**src/rtl/math_pkg.sv**
```systemverilog
// math_pkg: shared types and constants for the math datapath blocks
package math_pkg;

    typedef enum logic [1:0] {IDLE, CALC, DONE} sqrt_state_e;

    localparam int SqrtMinDw = 4;

endpackage

```
**src/rtl/sqrt_iter.sv**
```systemverilog
// sqrt_iter: iterative restoring integer square root, one root bit per cycle; MATH_SQRT_ROUND_EN selects round-to-nearest root
module sqrt_iter
    import math_pkg::*;
#(
    parameter  int InDw   = 8,
    localparam int RootDw = InDw / 2,
    localparam int CntDw  = $clog2(RootDw + 1)
) (
    input  logic              clk_i,
    input  logic              rst_ni,
    input  logic              tc_mode_i,
    input  logic              en_pi,
    input  logic [InDw-1:0]   a_i,
    output logic              busy_o,
    output logic              invalid_o,
    output logic              root_valid_o,
    output logic [RootDw-1:0] root_o,
    output logic [RootDw:0]   rem_o
);

    if ((InDw % 2) != 0 || InDw < SqrtMinDw) begin : g_param_chk
        $error("sqrt_iter: InDw must be even and at least %0d", SqrtMinDw);
    end

    sqrt_state_e       state_q, state_d;
    logic [InDw-1:0]   d_q;
    logic [RootDw+1:0] r_q;
    logic [RootDw-1:0] q_q;
    logic [CntDw-1:0]  cnt_q;
    logic              neg_q;
    logic              a_neg;
    logic              last;
    logic [RootDw+2:0] step;
    logic [RootDw-1:0] root_res;

    // One restoring step: try subtracting {Q,01}; the MSB of the trial is its sign.
    // R never exceeds 2Q, so its top bit can be dropped when shifting in the next pair.
    function automatic logic [RootDw+2:0] sqrt_step(input logic [RootDw+1:0] r,
                                                    input logic [RootDw-1:0] q,
                                                    input logic [1:0] d2);
        logic [RootDw+2:0] rt;
        logic [RootDw+2:0] t;
        rt = {r[RootDw:0], d2};
        t  = rt - {1'b0, q, 2'b01};
        return t[RootDw+2] ? {rt[RootDw+1:0], 1'b0} : {t[RootDw+1:0], 1'b1};
    endfunction

    assign a_neg  = tc_mode_i & a_i[InDw-1];
    assign last   = cnt_q == CntDw'(RootDw - 1);
    assign step   = sqrt_step(r_q, q_q, d_q[InDw-1:InDw-2]);
    assign busy_o = state_q != IDLE;

`ifdef MATH_SQRT_ROUND_EN
    // Round to nearest: bump the floor root when the remainder exceeds it, saturating at all ones.
    always_comb root_res = (r_q > {2'b00, q_q} && !(&q_q)) ? q_q + RootDw'(1) : q_q;
`else
    // Truncated floor root.
    always_comb root_res = q_q;
`endif

    // State register.
    always_ff @(posedge clk_i or negedge rst_ni) begin
        if (!rst_ni) state_q <= IDLE;
        else         state_q <= state_d;
    end

    // Next-state: fixed RootDw CALC cycles, then a single DONE cycle.
    always_comb begin
        state_d = state_q;
        unique case (state_q)
            IDLE:    state_d = en_pi ? CALC : IDLE;
            CALC:    state_d = last ? DONE : CALC;
            default: state_d = IDLE;
        endcase
    end

    // Operand capture, iteration and result registers; the valid pulse lines up with DONE.
    always_ff @(posedge clk_i or negedge rst_ni) begin
        if (!rst_ni) begin
            d_q          <= '0;
            r_q          <= '0;
            q_q          <= '0;
            cnt_q        <= '0;
            neg_q        <= 1'b0;
            invalid_o    <= 1'b0;
            root_valid_o <= 1'b0;
            root_o       <= '0;
            rem_o        <= '0;
        end else begin
            root_valid_o <= 1'b0;
            if (state_q == IDLE && en_pi) begin
                d_q   <= a_neg ? '0 : a_i;
                r_q   <= '0;
                q_q   <= '0;
                cnt_q <= '0;
                neg_q <= a_neg;
            end else if (state_q == CALC) begin
                r_q   <= step[RootDw+2:1];
                q_q   <= {q_q[RootDw-2:0], step[0]};
                d_q   <= d_q << 2;
                cnt_q <= cnt_q + CntDw'(1);
                if (last) begin
                    root_valid_o <= 1'b1;
                    invalid_o    <= neg_q;
                end
            end else if (state_q == DONE) begin
                root_o <= neg_q ? '1 : root_res;
                rem_o  <= neg_q ? '0 : r_q[RootDw:0];
            end
        end
    end

endmodule

```
**config.mk**
```make
export PLATFORM = sky130hd
export DESIGN_NAME = sqrt_iter
export DESIGN_NICKNAME = d
export VERILOG_FILES = /design/src/rtl/math_pkg.sv /design/src/rtl/sqrt_iter.sv
export SDC_FILE = /design/constraint.sdc
export NUM_CORES = 1
export LEC_CHECK = 0
export CAP_MARGIN = 40
export CORE_MARGIN = 2
export CORE_UTILIZATION = 43
export DETAILED_ROUTE_END_ITERATION = 10
export DONT_BUFFER_PORTS = 1
export PLACE_DENSITY = 0.7
export SLEW_MARGIN = 5
export SYNTH_ARGS = -nofsm -noshare
export SYNTH_HDL_FRONTEND = slang
export SYNTH_SLANG_ARGS = --single-unit
```
**constraint.sdc**
```tcl
create_clock -name clk_i -period 2.15 [get_ports clk_i]
set_input_delay 0.1075 -clock clk_i [delete_from_list [all_inputs] [get_ports clk_i]]
set_output_delay 0.1075 -clock clk_i [all_outputs]
set_load 0.03 [all_outputs]
```
Word level (Yosys, flattened, before mapping)
Index checks and enable logic that the tools add are counted.
{"block": "classes", "n_mux": 18, "reduce_logical": 6, "bitwise": 3, "add_sub_neg": 2, "n_eq_ne": 3}
{"op": "8-bit 2-to-1 mux", "count": 3}
{"op": "5-bit 2-to-1 mux", "count": 3}
{"op": "4-bit 2-to-1 mux", "count": 3}
{"op": "7-bit by 6-bit subtractor with 7-bit output", "count": 1}
{"op": "3-bit 2-to-1 mux", "count": 2}
{"op": "6-bit 2-to-1 mux", "count": 1}
{"op": "3-bit AND reduction", "count": 2}
{"op": "1-bit 2-to-1 mux", "count": 4}
{"op": "2-bit one-hot mux with 2 select lines", "count": 1}
{"op": "2-bit nonzero test", "count": 2}
{"op": "3-bit by 1-bit adder with 3-bit output (second input constant)", "count": 1}
{"op": "3-bit by 2-bit equality test with 1-bit output (second input constant)", "count": 1}
{"op": "2-bit by 1-bit equality test with 1-bit output (second input constant)", "count": 1}
{"op": "2-bit equality test (second input constant)", "count": 1}
{"op": "2-bit logical NOT", "count": 1}
{"op": "2-bit 2-to-1 mux", "count": 1}
{"op": "1-bit inverter", "count": 2}
{"op": "1-bit bitwise AND", "count": 1}
{"op": "1-bit logical AND", "count": 1}
{"block": "totals", "wordCells": 42, "output_inout_bits": 12, "in_bits": 12, "register_bits": 34}

Logic depth before layout (Yosys ltp)
{"block": "depth", "depth_word": 4, "ltp_mapped": 7}

Least setup slack after synthesis
OpenSTA, ideal clock, no wires.
{"block": "synth_timing", "kind": "reg-to-reg", "start": "register r_q[0]", "end": "register r_q[1]", "synth_period_minus_slack_ps": 2020, "setup_ps": 76, "path_buffers": 0, "setup_slack_ps": 130, "arrival_ps": 1943, "stages_incl_launch_ff": 7, "path_cell_list": "dfrtp_1 > ha_1 > nor2b_1 > o2111a_1 > a211oi_4 > mux2_1 > o21ai_1"}
{"block": "synth_via", "elab_chain_len": 4}
{"item": "from (decl)", "line_no": "sqrt_iter.sv:27", "text": "logic [RootDw+1:0] r_q;"}
{"item": "from (signal assigned)", "line_no": "sqrt_iter.sv:98", "text": "r_q <= step[RootDw+2:1];"}
{"item": "7-bit by 6-bit subtractor with 7-bit output", "line_no": "sqrt_iter.sv:44", "text": "t = rt - {1'b0, q, 2'b01};"}
{"item": "6-bit 2-to-1 mux", "line_no": "sqrt_iter.sv:45", "text": "return t[RootDw+2] ? {rt[RootDw+1:0], 1'b0} : {t[RootDw+1:0], 1'b1};"}
{"item": "5-bit 2-to-1 mux", "line_no": "sqrt_iter.sv:97", "text": "end else if (state_q == CALC) begin"}
{"item": "5-bit 2-to-1 mux", "line_no": "sqrt_iter.sv:91", "text": "if (state_q == IDLE && en_pi) begin"}
No other way between the ends. The select of a mux whose other input is x is not followed.
A chain may end at the register's enable or synchronous reset.

Final worst setup path
{"block": "layout_timing", "start": "register r_q[1]", "end": "register r_q[2]"}
Same word-level chain as after synthesis.

==> out/results.ini <==
[synthesis]
synth_seq_area_share = 0.519
ys_top_cells_by_area = dfrtp_1 (52%), o21ai_0 (6.4%), ha_1 (5.3%)
synthFlopType = dfrtp_1
synth.distinct_cells = 35
ys_ff_latch = 34
yosysTopAreaCell = dfrtp_1
netlist_instances = 166
netlist.area_leader.share = 0.519
async_flop_share = 1.00
synth-edff-count = 0
yosysWarnings = 0
synth_nets = 185
avgSynthCellArea_sq_um = 9.87
synth.cell_area_sq_um = 1640

[route]
dr.first_iter.drc_count = 27
viasPerCell = 5.33
wirelength_um = 3160
wl_per_cell_um = 14.1
vias = 1195
firstDrtPassIters = 4
drc = 0
drtAntennaViolNets = 0

[sta]
setup_violations = 0
fmax_ghz = 0.488
tightest_slew_ns = 0.695
finalCriticalPeriod_ns = 2.05
setup_tns_ns = 0
grt_setup_unrepaired = false
finalCritPeriodShare = 0.954
clock-skew-final_ns = 0.00920
hold_viol = 0
slew_viol_final = 0
slew_headroom = 0.536

[run_status]
status = completed

[clock_tree]
cts_tree = yes
cts_buffer_depth = 2
h-tree-depth = 2
clk_latency_ns = 0.28
cts_buffers = 5
cts-root-buf = clkbuf_8
cts_sinks = 34
clk_pin_slew_worst_paths_ns = 0.06

[power_and_ir_drop]
peakVddDrop_mv = 0.668
p_total_mw = 3.43
cellPowerDensity_nw_per_um2 = 1810
p_leak_nw = 0.833

[finish]
fill_cells = 349
final_nets = 194
final_common_cell = dfrtp_1
mostFrequentLayoutCells = dfrtp_1 (34), o21ai_0 (21), nand2_1 (20)
drive_above_1_share = 0.0966
area_growth_pct = 15.6
n_antenna_cell = 0

[run]
cap_viol_max_count = 0

[grt]
grt_pass1_vias = 1231
overflow = 0
grt_usage = 0.173
grt_max_degree = 35
grt_pass1_wl_um = 5590
antenna_found_initial = 0

[setup_path]
worst_ep_required_time_ns = 2.29
cp.arrival_ns = 2.19
endpoint_kind = flip-flop
crit_type = reg -> reg
startpoint_type = flip-flop
path_max_fanout = 5

[floorplanning]
num_rows = 22
core_area_sq_um = 3660
io_pins = 24
die_h_um = 65.7
start_util = 0.448
die_x_um = 65.7
die-area_sq_um = 4320

[place]
dp.final_hpwl_um = 2250
numPortBuffers = 0
gp_congestion = 0.883

[hold_path]
holdCritPathClass = in -> reg

## cell usage after synthesis, types with 2 or more instances
master    number
dfrtp_1       34
o21ai_0       21
nand2_1       20
inv_1          9
nand3_1        8
clkbuf_1       7
ha_1           7
nor2_1         7
nand2b_1       6
o21ai_1        6
a22oi_1        5
nor2b_1        4
xnor2_1        4
a21oi_1        2
a22o_1         2
and2_1         2
mux2i_1        2
nor3_1         2
o21a_1         2
## path summary, 6_finish.rpt
path	startpoint	end	slack, ns	depth (start not counted)
min in group asynchronous	rst_ni	rem_o[0]	0.28	2
min	a_i[2]	d_q[2]	0.05	2
min reg2reg	d_q[4]	d_q[4]	0.51	2
max reg2reg	r_q[1]	r_q[2]	0.1	7
max	r_q[1]	r_q[2]	0.1	7
max in group asynchronous	rst_ni	r_q[4]	1.69	2
## stage by stage
step                worst slack (ns)  hold slack, ns  utilization  cells  area, sq um
global route                  0.0169          0.0716        0.518    224         1900
detailed placement            0.0367          -0.187        0.462    209         1690
CTS                           0.0511          0.0314        0.510    223         1870
finish                        0.0996          0.0504        0.518    224         1900
floorplan                      0.130          -0.188            -    166         1640
global placement              0.0791          -0.187        0.460    208         1680
## per-layer routing
metal | part of all wire | wire [um] | GRT usage | vias to the layer above
li1 | - | - | - | 587
met1 | 0.44 | 1390 | 0.201 | 573
met2 | 0.49 | 1550 | 0.299 | 29
met3 | 0.055 | 175 | 0.0599 | 6
met4 | 0.014 | 45 | 0.0547 | 0
met5 | 0 | 0 | 0 | -
## state kept, by name (all words and copies together), names as in the netlist
register / cells
d_q: 8
r_q: 5
rem_o: 5
q_q: 4
root_o: 4
cnt_q: 3
state_q: 2
invalid_o: 1
neg_q: 1
root_valid_o: 1
## power by group
group	switching, mW	internal (mW)
Clock	0.213	0.346
Sequential	0.428	0.923
Combinational	0.791	0.725
Total	1.43	1.99
## cell type report
class | count | area, sq um | share of cell area
clock inverter | 1 | 30.0 | 0.0158
multi-input combinational | 115 | 744 | 0.393
clock buffer | 7 | 76.3 | 0.0403
timing repair buffer | 10 | 100 | 0.0528
tap | 48 | 60.1 | 0.0317
inverter | 9 | 33.8 | 0.0178
sequential | 34 | 851 | 0.449
## kinds of logic after synthesis
family,share of synthesized area
AOI/OAI and AO/OA,0.182
xor gates and xnor gates,0.0214
adders and majority gates,0.0534
buffers and inverters,0.0389
DFF,0.519
muxes,0.0260
and+or+nand+nor,0.160
## critical path: stages, from the launching register on
cell and delay [ns]:
dfrtp_1 0.43, ha_1 0.24, or2_1 0.25, o2111a_1 0.27, a211oi_4 0.27, buf_4 0.18
mux2i_1 0.20, o21ai_1 0.07
## timing repair
item | in CTS | in global routing
endpoints found under the hold margin | 38 | 0
resized for setup | 0 | 3
setup endpoints to repair | 1 | 5
pin swaps | 1 | 1
buffers inserted | 0 | 1
gates cloned | 0 | 0
hold buffers | 6 | 0
No activity file was read; power rests on OpenSTA's default activity.
